===== src/rtl/decode_pkg.sv =====
// Shared definitions for the immediate-decode stage.
//  - RV32I major opcode constants (instr[6:0])
//  - 3-bit format codes carried on out_fmt
//  - state encoding for the main/skid handshake FSM
package decode_pkg;

    localparam logic [6:0] OP_LUI     = 7'b0110111;
    localparam logic [6:0] OP_AUIPC   = 7'b0010111;
    localparam logic [6:0] OP_JAL     = 7'b1101111;
    localparam logic [6:0] OP_JALR    = 7'b1100111;
    localparam logic [6:0] OP_LOAD    = 7'b0000011;
    localparam logic [6:0] OP_OPIMM   = 7'b0010011;
    localparam logic [6:0] OP_MISCMEM = 7'b0001111;
    localparam logic [6:0] OP_SYSTEM  = 7'b1110011;
    localparam logic [6:0] OP_STORE   = 7'b0100011;
    localparam logic [6:0] OP_BRANCH  = 7'b1100011;
    localparam logic [6:0] OP_OP      = 7'b0110011;

    localparam logic [2:0] FMT_NONE = 3'd0;
    localparam logic [2:0] FMT_I    = 3'd1;
    localparam logic [2:0] FMT_S    = 3'd2;
    localparam logic [2:0] FMT_B    = 3'd3;
    localparam logic [2:0] FMT_U    = 3'd4;
    localparam logic [2:0] FMT_J    = 3'd5;

    // EMPTY: nothing held, FULL: main register held, SKID: main + skid held
    typedef enum logic [1:0] {
        ST_EMPTY = 2'd0,
        ST_FULL  = 2'd1,
        ST_SKID  = 2'd2
    } state_t;

endpackage


===== src/rtl/imm_sel.sv =====
// Combinational immediate selector.
// Classifies an RV32I instruction by opcode and picks the matching
// per-format immediate (I/S/B/U/J), already shifted and sign-extended.
// Ports:
//  instr   in   32  raw instruction word
//  imm     out  32  selected immediate (0 for R-type and unknown opcodes)
//  fmt     out  3   format code (FMT_*)
//  illegal out  1   opcode outside the supported RV32I set
module imm_sel
    import decode_pkg::*;
(
    input  logic [31:0] instr,
    output logic [31:0] imm,
    output logic [2:0]  fmt,
    output logic        illegal
);

    logic [31:0] imm_i;
    logic [31:0] imm_s;
    logic [31:0] imm_b;
    logic [31:0] imm_u;
    logic [31:0] imm_j;

    // Per-format generators; B and J are halfword offsets so bit 0 is forced to 0
    always_comb begin
        imm_i = {{20{instr[31]}}, instr[31:20]};
        imm_s = {{20{instr[31]}}, instr[31:25], instr[11:7]};
        imm_b = {{19{instr[31]}}, instr[31], instr[7], instr[30:25], instr[11:8], 1'b0};
        imm_u = {instr[31:12], 12'h000};
        imm_j = {{11{instr[31]}}, instr[31], instr[19:12], instr[20], instr[30:21], 1'b0};
    end

    // Opcode classification; unknown opcodes still pass through, flagged illegal
    always_comb begin
        fmt     = FMT_NONE;
        illegal = 1'b0;
        case (instr[6:0])
            OP_LUI, OP_AUIPC:                                   fmt = FMT_U;
            OP_JAL:                                             fmt = FMT_J;
            OP_JALR, OP_LOAD, OP_OPIMM, OP_MISCMEM, OP_SYSTEM:  fmt = FMT_I;
            OP_STORE:                                           fmt = FMT_S;
            OP_BRANCH:                                          fmt = FMT_B;
            OP_OP:                                              fmt = FMT_NONE;
            default:                                            illegal = 1'b1;
        endcase
    end

    // 5-way immediate mux; NONE yields zero
    always_comb begin
        imm = 32'h0;
        case (fmt)
            FMT_I:   imm = imm_i;
            FMT_S:   imm = imm_s;
            FMT_B:   imm = imm_b;
            FMT_U:   imm = imm_u;
            FMT_J:   imm = imm_j;
            default: imm = 32'h0;
        endcase
    end

endmodule


===== src/rtl/imm_decode_stage.sv =====
// Registered immediate-decode stage between fetch and register-read.
// Each incoming instruction is decoded on entry and the decoded fields are
// stored in a 2-entry main/skid buffer, so the output path is register-only.
// in_ready comes straight from the state register and never from out_ready.
// Ports:
//  clk, rst             clock, asynchronous active-high reset
//  flush                discard held and incoming instructions this cycle
//  in_valid/in_ready    upstream handshake
//  in_instrn, in_tag    instruction word and sideband tag (PC)
//  out_valid/out_ready  downstream handshake
//  out_instrn, out_tag  passed-through instruction and tag
//  out_imm, out_fmt     decoded immediate and format code
//  out_illegal          opcode outside supported RV32I set
module imm_decode_stage
    import decode_pkg::*;
#(
    parameter int TAG_W = 32
) (
    input  logic             clk,
    input  logic             rst,
    input  logic             flush,
    input  logic             in_valid,
    output logic             in_ready,
    input  logic [31:0]      in_instrn,
    input  logic [TAG_W-1:0] in_tag,
    output logic             out_valid,
    input  logic             out_ready,
    output logic [31:0]      out_instrn,
    output logic [TAG_W-1:0] out_tag,
    output logic [31:0]      out_imm,
    output logic [2:0]       out_fmt,
    output logic             out_illegal
);

    state_t state;
    state_t next_state;

    logic [31:0]      dec_imm;
    logic [2:0]       dec_fmt;
    logic             dec_illegal;

    logic [31:0]      main_instrn;
    logic [TAG_W-1:0] main_tag;
    logic [31:0]      main_imm;
    logic [2:0]       main_fmt;
    logic             main_illegal;

    logic [31:0]      skid_instrn;
    logic [TAG_W-1:0] skid_tag;
    logic [31:0]      skid_imm;
    logic [2:0]       skid_fmt;
    logic             skid_illegal;

    logic accept;
    logic drain;
    logic load_main_in;
    logic load_main_skid;
    logic load_skid;

    imm_sel u_imm_sel (
        .instr   (in_instrn),
        .imm     (dec_imm),
        .fmt     (dec_fmt),
        .illegal (dec_illegal)
    );

    assign in_ready    = (state != ST_SKID);
    assign out_valid   = (state != ST_EMPTY);
    assign accept      = in_valid & in_ready;
    assign drain       = out_valid & out_ready;

    assign out_instrn  = main_instrn;
    assign out_tag     = main_tag;
    assign out_imm     = main_imm;
    assign out_fmt     = main_fmt;
    assign out_illegal = main_illegal;

    // State register
    always_ff @(posedge clk or posedge rst) begin
        if (rst) begin
            state <= ST_EMPTY;
        end else begin
            state <= next_state;
        end
    end

    // Next state and buffer load controls; flush wins over accept and drain
    always_comb begin
        next_state     = state;
        load_main_in   = 1'b0;
        load_main_skid = 1'b0;
        load_skid      = 1'b0;
        if (flush) begin
            next_state = ST_EMPTY;
        end else begin
            case (state)
                ST_EMPTY: begin
                    if (accept) begin
                        next_state   = ST_FULL;
                        load_main_in = 1'b1;
                    end
                end
                ST_FULL: begin
                    if (accept && drain) begin
                        load_main_in = 1'b1;
                    end else if (accept) begin
                        next_state = ST_SKID;
                        load_skid  = 1'b1;
                    end else if (drain) begin
                        next_state = ST_EMPTY;
                    end
                end
                ST_SKID: begin
                    if (drain) begin
                        next_state     = ST_FULL;
                        load_main_skid = 1'b1;
                    end
                end
                default: begin
                    next_state = ST_EMPTY;
                end
            endcase
        end
    end

    // Main register: loaded from the decoder or promoted from the skid entry
    always_ff @(posedge clk or posedge rst) begin
        if (rst) begin
            main_instrn  <= '0;
            main_tag     <= '0;
            main_imm     <= '0;
            main_fmt     <= FMT_NONE;
            main_illegal <= 1'b0;
        end else if (load_main_in) begin
            main_instrn  <= in_instrn;
            main_tag     <= in_tag;
            main_imm     <= dec_imm;
            main_fmt     <= dec_fmt;
            main_illegal <= dec_illegal;
        end else if (load_main_skid) begin
            main_instrn  <= skid_instrn;
            main_tag     <= skid_tag;
            main_imm     <= skid_imm;
            main_fmt     <= skid_fmt;
            main_illegal <= skid_illegal;
        end
    end

    // Skid register: catches the one instruction accepted while main is stalled
    always_ff @(posedge clk or posedge rst) begin
        if (rst) begin
            skid_instrn  <= '0;
            skid_tag     <= '0;
            skid_imm     <= '0;
            skid_fmt     <= FMT_NONE;
            skid_illegal <= 1'b0;
        end else if (load_skid) begin
            skid_instrn  <= in_instrn;
            skid_tag     <= in_tag;
            skid_imm     <= dec_imm;
            skid_fmt     <= dec_fmt;
            skid_illegal <= dec_illegal;
        end
    end

endmodule


===== config.mk =====
export PLATFORM = sky130hd
export DESIGN_NAME = imm_decode_stage
export DESIGN_NICKNAME = d
export VERILOG_FILES = /design/src/rtl/decode_pkg.sv /design/src/rtl/imm_sel.sv /design/src/rtl/imm_decode_stage.sv
export SDC_FILE = /design/constraint.sdc
export NUM_CORES = 1
export LEC_CHECK = 0
export CORE_MARGIN = 10
export CORE_UTILIZATION = 53
export CTS_BUF_LIST = sky130_fd_sc_hd__clkbuf_4 sky130_fd_sc_hd__clkbuf_8
export CTS_CLUSTER_DIAMETER = 150
export DETAILED_ROUTE_END_ITERATION = 8
export PLACE_DENSITY_LB_ADDON = 0.15
export SETUP_SLACK_MARGIN = 0.1
export SKIP_CTS_REPAIR_TIMING = 1
export SLEW_MARGIN = 20
export SYNTH_ARGS = -nofsm -noshare
export SYNTH_HDL_FRONTEND = slang
export SYNTH_SLANG_ARGS = --single-unit

===== constraint.sdc =====
create_clock -name clk -period 8.8 [get_ports clk]
set_input_delay 1.76 -clock clk [delete_from_list [all_inputs] [get_ports clk]]
set_output_delay 1.76 -clock clk [all_outputs]
set_load 0.01 [all_outputs]

After elaboration in Yosys (flattened, before gate mapping)
Cells that the tools add are included.
{"block": "word_totals", "inputBits": 69, "output_inout_bits": 102, "register_bits": 202}
{"block": "classes", "n_reduce_logical": 8, "n_bitwise": 2, "n_eq_ne": 23, "n_mux": 30}
{"cell": "$mux W32", "count": 6}
{"cell": "$pmux W32 S5", "count": 1}
{"cell": "$eq A7 B7 Y1 const B", "count": 4}
{"cell": "$eq A7 B6 Y1 const B", "count": 3}
{"cell": "$pmux W3 S5", "count": 1}
{"cell": "$eq A7 B5 Y1 const B", "count": 2}
{"cell": "$mux W1", "count": 12}
{"cell": "$mux W2", "count": 6}
{"cell": "$reduce_or A11 Y1", "count": 1}
{"cell": "$ne A3 B3 Y1 const B", "count": 3}
{"cell": "$eq A7 B2 Y1 const B", "count": 1}
{"cell": "$eq A7 B4 Y1 const B", "count": 1}
{"cell": "$eq A3 B2 Y1 const B", "count": 2}
{"cell": "$eq A3 B3 Y1 const B", "count": 2}
{"cell": "$mux W3", "count": 2}
{"cell": "$pmux W2 S3", "count": 1}
{"cell": "$reduce_or A5 Y1", "count": 1}
{"cell": "$ne A4 B4 Y1 const B", "count": 1}
{"cell": "$reduce_and A4 Y1", "count": 1}
{"cell": "$reduce_bool A2 Y1", "count": 2}
{"cell": "$eq A3 B1 Y1 const B", "count": 1}
{"cell": "$and A1 B1 Y1", "count": 2}
{"cell": "$eq A2 B1 Y1 const B", "count": 1}
{"cell": "$eq A2 B2 Y1 const B", "count": 1}
{"cell": "5 further kinds", "count": 5}

Logic depth before layout (Yosys ltp)
Gate-level depths: netlist of run 1.
{"block": "depth", "ltp_word": 7, "mapped_depth": 8, "mapped_depth_nobuf": 6}

Hierarchy
From an unflattened synthesis of run 1, not the netlist that was laid out.
{"block": "unflattened", "hier_cells": 637, "area_unflattened_um2": 9340.2}
{"module": "imm_decode_stage", "area_each_um2": 8760.9, "instances": 1, "cells_each": 556}
{"module": "imm_sel", "area_each_um2": 579.3, "instances": 1, "cells_each": 81}

Worst setup path before layout of run 1
OpenSTA, ideal clock, no wires.
{"block": "synth_timing", "path_kind": "input port to flip-flop", "start": "input in_instrn[2]", "end": "register main_imm[12] (netlist: out_imm[12])", "path_buffers": 1, "cell_stages": 6, "t_required_ps": 8714, "arrival_ps": 2965, "setup_ps": 86, "slack_ps": 5749, "cell_sequence": "buf_2 -> nor2_1 -> nand3b_1 -> a311oi_4 -> nor2_4 -> a32oi_1"}
{"block": "synth_via", "elab_chain_cells": 6, "word_cells_on_any_way": 20, "classes_between": "15 x eq/ne; 3 x mux; 2 x reduce/logical"}
{"item": "from (decl)", "line": "imm_decode_stage.sv:24", "source": "input logic [31:0] in_instrn,"}
{"item": "$eq A7 B7 Y1, or another cell as far along", "line": "imm_sel.sv:37", "source": "case (instr[6:0])"}
{"item": "$reduce_or A5 Y1 or $reduce_or A2 Y1 (tied branches)", "line": "imm_sel.sv:37"}
{"item": "$pmux W3 S5 *", "line": "imm_sel.sv:37"}
{"item": "$eq A3 B3 Y1, or another cell as far along", "line": "imm_sel.sv:51", "source": "case (fmt)"}
{"item": "$pmux W32 S5 *", "line": "imm_sel.sv:51"}
{"item": "$mux W32 *", "line": "imm_decode_stage.sv:134", "source": "end else if (load_main_in) begin"}
{"item": "to (signal assigned)", "line": "imm_decode_stage.sv:137", "source": "main_imm <= dec_imm;"}
{"item": "to (signal assigned)", "line": "imm_decode_stage.sv:143", "source": "main_imm <= skid_imm;"}
{"item": "to (decl)", "line": "imm_decode_stage.sv:44", "source": "logic [31:0] main_imm;"}
Every way passes the cells marked *; elsewhere a longest branch is shown, timed or not.
A chain may end at the register's enable or synchronous reset.

Worst setup path after layout of run 1
{"block": "layout_timing", "start": "input out_ready", "end": "register skid_imm[30]"}
{"block": "layout_via", "elab_chain_cells": 5}
{"item": "from (decl)", "line": "imm_decode_stage.sv:27", "source": "input logic out_ready,"}
{"item": "$and A1 B1 Y1", "line": "imm_decode_stage.sv:70", "source": "assign drain = out_valid & out_ready;"}
{"item": "$logic_and A1 B1 Y1", "line": "imm_decode_stage.sv:104", "source": "if (accept && drain) begin"}
{"item": "$mux W1", "line": "imm_decode_stage.sv:104"}
{"item": "$mux W1", "line": "imm_decode_stage.sv:96", "source": "case (state)"}
{"item": "$mux W1", "line": "imm_decode_stage.sv:93", "source": "if (flush) begin"}
{"item": "to (signal assigned)", "line": "imm_decode_stage.sv:160", "source": "skid_imm <= dec_imm;"}
{"item": "to (decl)", "line": "imm_decode_stage.sv:50", "source": "logic [31:0] skid_imm;"}
No other way between the ends.

==> results of run 1 <==
-- critical path, cell delays in order --
cell and delay (ns):
clkdlybuf4s50_1 0.51, nand2b_1 0.24, or3_4 0.66, a21oi_1 0.85, a21oi_1 0.18
-- worst max path at each step --
| stage | start | to | cells past startpoint |
|---|---|---|---|
| 3_5_place_dp | out_ready | skid_imm[30] | 5 |
| 6_report | out_ready | skid_imm[30] | 5 |
| 2_1_floorplan | rst | out_fmt[0] | 1 |
| 3_3_place_gp | out_ready | skid_imm[23] | 5 |
| 5_1_grt | in_valid | skid_imm[20] | 5 |
| 4_1_cts | out_ready | skid_imm[30] | 5 |
-- metal layers --
metal,track usage (%),up-vias
li1,-,3375
met1,27.2,3484
met2,33.9,234
met3,6.08,37
met4,6.49,0
met5,0,-
-- sequential cells by signal (all words and copies together) (netlist names), 2 cells and up --
register     count
out_imm         32
out_instrn      32
out_tag         32
skid_imm        32
skid_instrn     32
skid_tag        32
out_fmt          3
skid_fmt         3
state            2
-- through the flow --
| stage | cells | worst slack, ns |
|---|---|---|
| floorplan | 912 | 1.53 |
| global placement | 1243 | 4.47 |
| detailed placement | 1243 | 4.41 |
| CTS | 1296 | 4.95 |
| global route | 1297 | 4.76 |
| finish | 1297 | 4.85 |
-- cell type report --
cell class	count	area, um^2	area share, %
Inverter	4	22.5	0.205
Tap cell	216	270	2.45
Clock inverter	1	7.51	0.0682
Sequential cell	202	5050	45.9
Timing Repair Buffer	178	1770	16.1
Multi-Input combinational cell	644	3230	29.4
Clock buffer	52	653	5.93
-- power breakdown --
part / switching (uW) / internal (uW)
clock: 352 / 467
combinational: 234 / 241
sequential: 101 / 1110
-- logic make-up (layout without fill, tap and decap cells) --
logic type | after synthesis | in the layout
AOI/OAI and AO/OA | 167 | 167
DFF | 202 | 202
xor gates and xnor gates | 1 | 1
and+or+nand+nor | 473 | 473
muxes | 3 | 3
buffers and inverters | 66 | 235
-- cells in the final DEF (no fill, tap or decap), types with 2 or more instances in the layout --
| cell type | n |
|---|---|
| a21oi_1 | 34 |
| a221o_1 | 10 |
| a22o_1 | 10 |
| a22oi_1 | 66 |
| a31oi_1 | 3 |
| a32oi_1 | 23 |
| and3_1 | 12 |
| buf_4 | 6 |
| buf_6 | 2 |
| clkbuf_4 | 10 |
| clkbuf_8 | 42 |
| clkdlybuf4s50_1 | 170 |
| dfrtp_1 | 202 |
| inv_1 | 3 |
| mux2i_1 | 3 |
| nand2_1 | 391 |
| nand2b_1 | 3 |
| nand3b_1 | 4 |
| nand4b_1 | 3 |
| nor2_1 | 35 |
| nor2_4 | 3 |
| nor2b_1 | 3 |
| nor3_1 | 3 |
| o21a_1 | 2 |
| o21ai_0 | 8 |
| o21bai_1 | 2 |
| or3_1 | 3 |
| or3b_1 | 2 |
==> impl_metrics.py, run 1 <==
metrics = {
    "status": {
        "outcome": "completed",
    },
    "cts": {
        "cts_made_buffers": 35,
        "h-tree-depth": 2,
        "cts_max_path_buffers": 3,
        "clockRootBuffer": "clkbuf_8",
        "cts.sinks": 202,
        "clk_latency_ns": 0.51,
        "path_clk_slew_ns": 0.05,
        "cts_tree": "yes",
    },
    "timing": {
        "relSlewSlack_pct": 33.5,
        "rsz0062_at_grt": "no",
        "fin_crit_sh_pct": 44.8,
        "hold_ws_ns": 0.473,
        "setup_viol": 0,
        "hold_viol_final": 0,
        "worst_pin_slew_ns": 0.998,
        "fin_crit_ns": 3.95,
        "tns_ns": 0,
        "max_freq_mhz": 253,
        "drv_slew": 0,
        "finClkSkew_ns": 0.0171,
    },
    "yosys": {
        "ys.flop_type": "dfrtp_1",
        "muxShareOfSynthArea_pct": 0.350,
        "avgSynthCellArea_um2": 9.40,
        "synth_area_mm2": 0.00858,
        "seq_area_frac_synth_pct": 58.9,
        "synth-xor-area-share_pct": 0.102,
        "yosys.area_share.simple_pct": 22.6,
        "synth.top_cells.by_area": "dfrtp_1 59%, nand2_1 17%, a22oi_1 5.8%",
        "synth_compound_area_share_pct": 14.4,
        "synth_fa_ha_area_share_pct": 0,
        "synthTopCellsByCount": "391 x nand2_1, 202 x dfrtp_1, 66 x a22oi_1",
        "yosysTopAreaCellShare_pct": 58.9,
        "syn-instance-count": 912,
        "ys_seq_elements": 202,
        "synth_edf_count": 0,
        "synth_cell_types": 48,
        "synth_top_family_by_area": "simple AND/OR/NAND/NOR gates",
        "yosysWarnings": 0,
        "synth.largest_area_cell": "dfrtp_1",
        "yosysMostFrequentCell": "nand2_1",
        "async_flop_share_pct": 100,
        "syn_nets": 981,
    },
    "power_and_ir_drop": {
        "power_per_cell_area_mw_per_mm2": 228,
        "total_power_uw": 2510,
        "p_leak_uw": 0.00519,
        "ir_worst_vdd_uv": 149,
    },
    "worst_setup_path": {
        "reg2reg_to": "skid_imm[30]",
        "start_kind": "input pin",
        "crit_path_end_kind": "flop",
        "reg2reg_slack_ns": 6.15,
        "crit_type": "input pin to flop",
        "regToRegStartpoint": "state[1]",
        "cp.required_ns": 9.14,
        "crit_arrival_ns": 4.29,
        "rr_worst_depth": 4,
        "critPathMaxFanout": 83,
    },
    "worst_hold_path": {
        "min_from": "out_tag[10]",
        "whs_path_depth": 2,
        "min_to": "out_tag[10]",
        "hp-class": "flop to flop",
    },
    "finish": {
        "stdcell_area_mm2": 0.0110,
        "fillers": 1235,
        "area_delta_synth_final_pct": 28.4,
        "nets": 1134,
        "utilization_pct": 69.3,
        "n_antenna_cell": 0,
        "final_layout_size_suffix_gt1_share_pct": 7.22,
    },
    "detailed_routing": {
        "viasPerCell": 5.50,
        "via_count": 7130,
        "first_pass_iters": 5,
        "drc": 0,
        "totalWireLength_mm": 23.1,
        "met3_length_mm": 1.76,
        "ant_nets": 0,
        "drt_iter0_drc": 441,
        "wl_met2_mm": 11.0,
        "wl_per_cell_um": 17.8,
        "highest_layer": "met4",
        "wl_met1_mm": 9.91,
    },
    "place": {
        "dpl_cell_area_mm2": 0.0103,
        "io_buffers": 170,
        "place_hpwl_mm": 14.3,
        "gp_congestion": 0.796,
    },
    "floorplan": {
        "core_area_mm2": 0.0159,
        "rows": 46,
        "dieHeight_um": 147,
        "die_x_um": 147,
        "die_area_mm2": 0.0217,
        "start_util_pct": 54.0,
        "pin_count": 171,
    },
    "global_routing": {
        "grt_max_degree": 135,
        "track_usage_pct": 21.1,
        "antenna_found_initial": 0,
        "first_global_vias": 7210,
        "overflow": 0,
        "grt_pass1_wl_mm": 38.0,
    },
    "job": {
        "drv_cap": 0,
    },
}
No activity file was read; power rests on OpenSTA's default activity.
==> run 2, diff against run 1 <==
==> constraint.sdc (replaced) <==
create_clock -name clk -period 3.9 [get_ports clk]
set_input_delay 0.78 -clock clk [delete_from_list [all_inputs] [get_ports clk]]
set_output_delay 0.78 -clock clk [all_outputs]
set_load 0.01 [all_outputs]
==> run 2 against run 1 <==
Compared with the run above: power grew 130%; core utilization grew 1.2 points; non-clock buffer count grew 11; combinational power grew 130%; register-to-register slack lost 4.5 ns; hold slack lost 0.0021 ns; via count grew 0.50%; first-iteration DRC count grew 17%; final cell count grew 1.3%; sequential share of layout area shrank 0.78 points; sequential power grew 130%; routed wire length grew 3.1%; largest cell class unchanged.
==> impl_metrics.py, run 2 (same netlist as run 1, synthesis figures left out) <==
metrics = {
    "finish": {
        "nets": 1146,
        "fillers": 1273,
        "final_common_cell": "nand2_1",
        "final_cell_mix": "391 x nand2_1, 202 x dfrtp_1, 170 x clkdlybuf4s50_1",
        "n_antenna_cell": 0,
        "final_layout_size_suffix_gt1_share_pct": 8.65,
        "area_delta_synth_final_pct": 30.6,
        "register_area_mm2": 0.00505,
        "multi_input_area_mm2": 0.00323,
    },
    "floorplan": {
        "start_util_pct": 54.0,
        "rows": 46,
        "core_area_mm2": 0.0159,
        "die_area_mm2": 0.0217,
        "pin_count": 171,
        "dieHeight_um": 147,
        "die_x_um": 147,
    },
    "global_routing": {
        "antenna_found_initial": 0,
        "track_usage_pct": 21.7,
        "first_global_vias": 7441,
        "grt_max_degree": 101,
        "overflow": 0,
        "grt_pass1_wl_mm": 38.7,
    },
    "place": {
        "place_hpwl_mm": 15.3,
        "io_buffers": 170,
        "pre_cts_slack_ns": 0.896,
        "gp_congestion": 0.787,
    },
    "worst_setup_path": {
        "start_kind": "flop",
        "critPathMaxFanout": 6,
        "crit_path_start": "state[1]",
        "cp.required_ns": 3.12,
        "regToRegStartpoint": "state[1]",
        "crit_path_end_kind": "primary output",
        "reg2reg_slack_ns": 1.69,
        "crit_type": "flop to primary output",
        "crit_arrival_ns": 1.79,
    },
    "detailed_routing": {
        "viasPerCell": 5.45,
        "first_pass_iters": 5,
        "totalWireLength_mm": 23.8,
        "drt_iter0_drc": 518,
        "via_count": 7166,
        "drc": 0,
        "ant_nets": 0,
        "wl_per_cell_um": 18.1,
    },
    "timing": {
        "rsz0062_at_grt": "no",
        "fin_crit_ns": 2.57,
        "drv_slew": 0,
        "finClkSkew_ns": 0.0300,
        "setup_viol": 0,
        "relSlewSlack_pct": 47.3,
        "max_freq_mhz": 390,
        "fin_crit_sh_pct": 65.8,
        "worst_pin_slew_ns": 0.791,
        "fin_ws_ns": 1.33,
        "hold_viol_final": 0,
        "tns_ns": 0,
    },
    "cts": {
        "h-tree-depth": 2,
        "cts_max_path_buffers": 3,
        "clockRootBuffer": "clkbuf_8",
        "clk_latency_ns": 0.53,
        "cts_made_buffers": 36,
        "cts.sinks": 202,
        "path_clk_slew_ns": 0.05,
        "cts_tree": "yes",
    },
    "power_and_ir_drop": {
        "power_per_cell_area_mw_per_mm2": 520,
        "p_leak_uw": 0.00529,
        "ir_worst_vdd_uv": 328,
    },
    "worst_hold_path": {
        "min_from": "out_tag[5]",
        "hp-class": "flop to flop",
    },
    "job": {
        "drv_cap": 0,
    },
    "status": {
        "outcome": "completed",
    },
}
-- run 2: cell count changes in the layout (fill, tap and decap cells not counted), sizes merged --
cell,previous run,this run
clkbuf,52,55
clkinv,0,2
bufinv,0,1
buf,8,19
-- run 2: layer usage --
layer | part of all wire, % | GRT usage [%] | vias up
met4 | 2.2 | 8.13 | 0
li1 | - | - | 3399
met3 | 6.7 | 5.41 | 39
met5 | 0 | 0 | -
met2 | 48 | 34.6 | 220
met1 | 43 | 27.9 | 3508
-- run 2: final timing paths --
path,to,depth (start not counted)
setup / recovery,in_ready,3
hold reg to reg,out_tag[5],2
min in group asynchronous,skid_imm[10],2
hold / removal,out_tag[5],2
setup reg to reg,out_instrn[1],6
max in group asynchronous,skid_tag[29],3
-- run 2: layout make-up --
type / count / area share [%]
timing repair buffer: 189 / 16.9
tap: 216 / 2.41
sequential: 202 / 45.1
multi-input combinational: 644 / 28.9
clock inverter: 4 / 0.436
inverter: 4 / 0.168
clock buffer: 55 / 6.09
-- run 2: worst max-delay path, cell delays in order, from the launching register on --
cell and delay [ns]:
dfrtp_1 0.41, nor2b_2 0.18, inv_1 0.13, clkdlybuf4s50_1 0.56
-- run 2: per-stage QoR --
stage / instances / util [%] / cell area [um^2] / hold WS [ns] / power, uW
final: 1314 / 70.5 / 11200 / 0.470 / 5830
after global routing: 1314 / 70.5 / 11200 / 0.490 / 6140
after global placement: 1255 / 65.9 / 10500 / 0.457 / 3830
after floorplan: 912 / - / 8580 / 0.446 / 3270
after CTS: 1314 / 70.5 / 11200 / 0.476 / 5880
after detailed placement: 1255 / 65.9 / 10500 / 0.462 / 3870
-- run 2: report_power, final --
part / switching [uW] / leakage, uW / internal, uW / total (uW)
Clock: 825 / 0.000391 / 1170 / 2000
Sequential: 235 / 0.00254 / 2510 / 2740
Combinational: 533 / 0.00237 / 555 / 1090
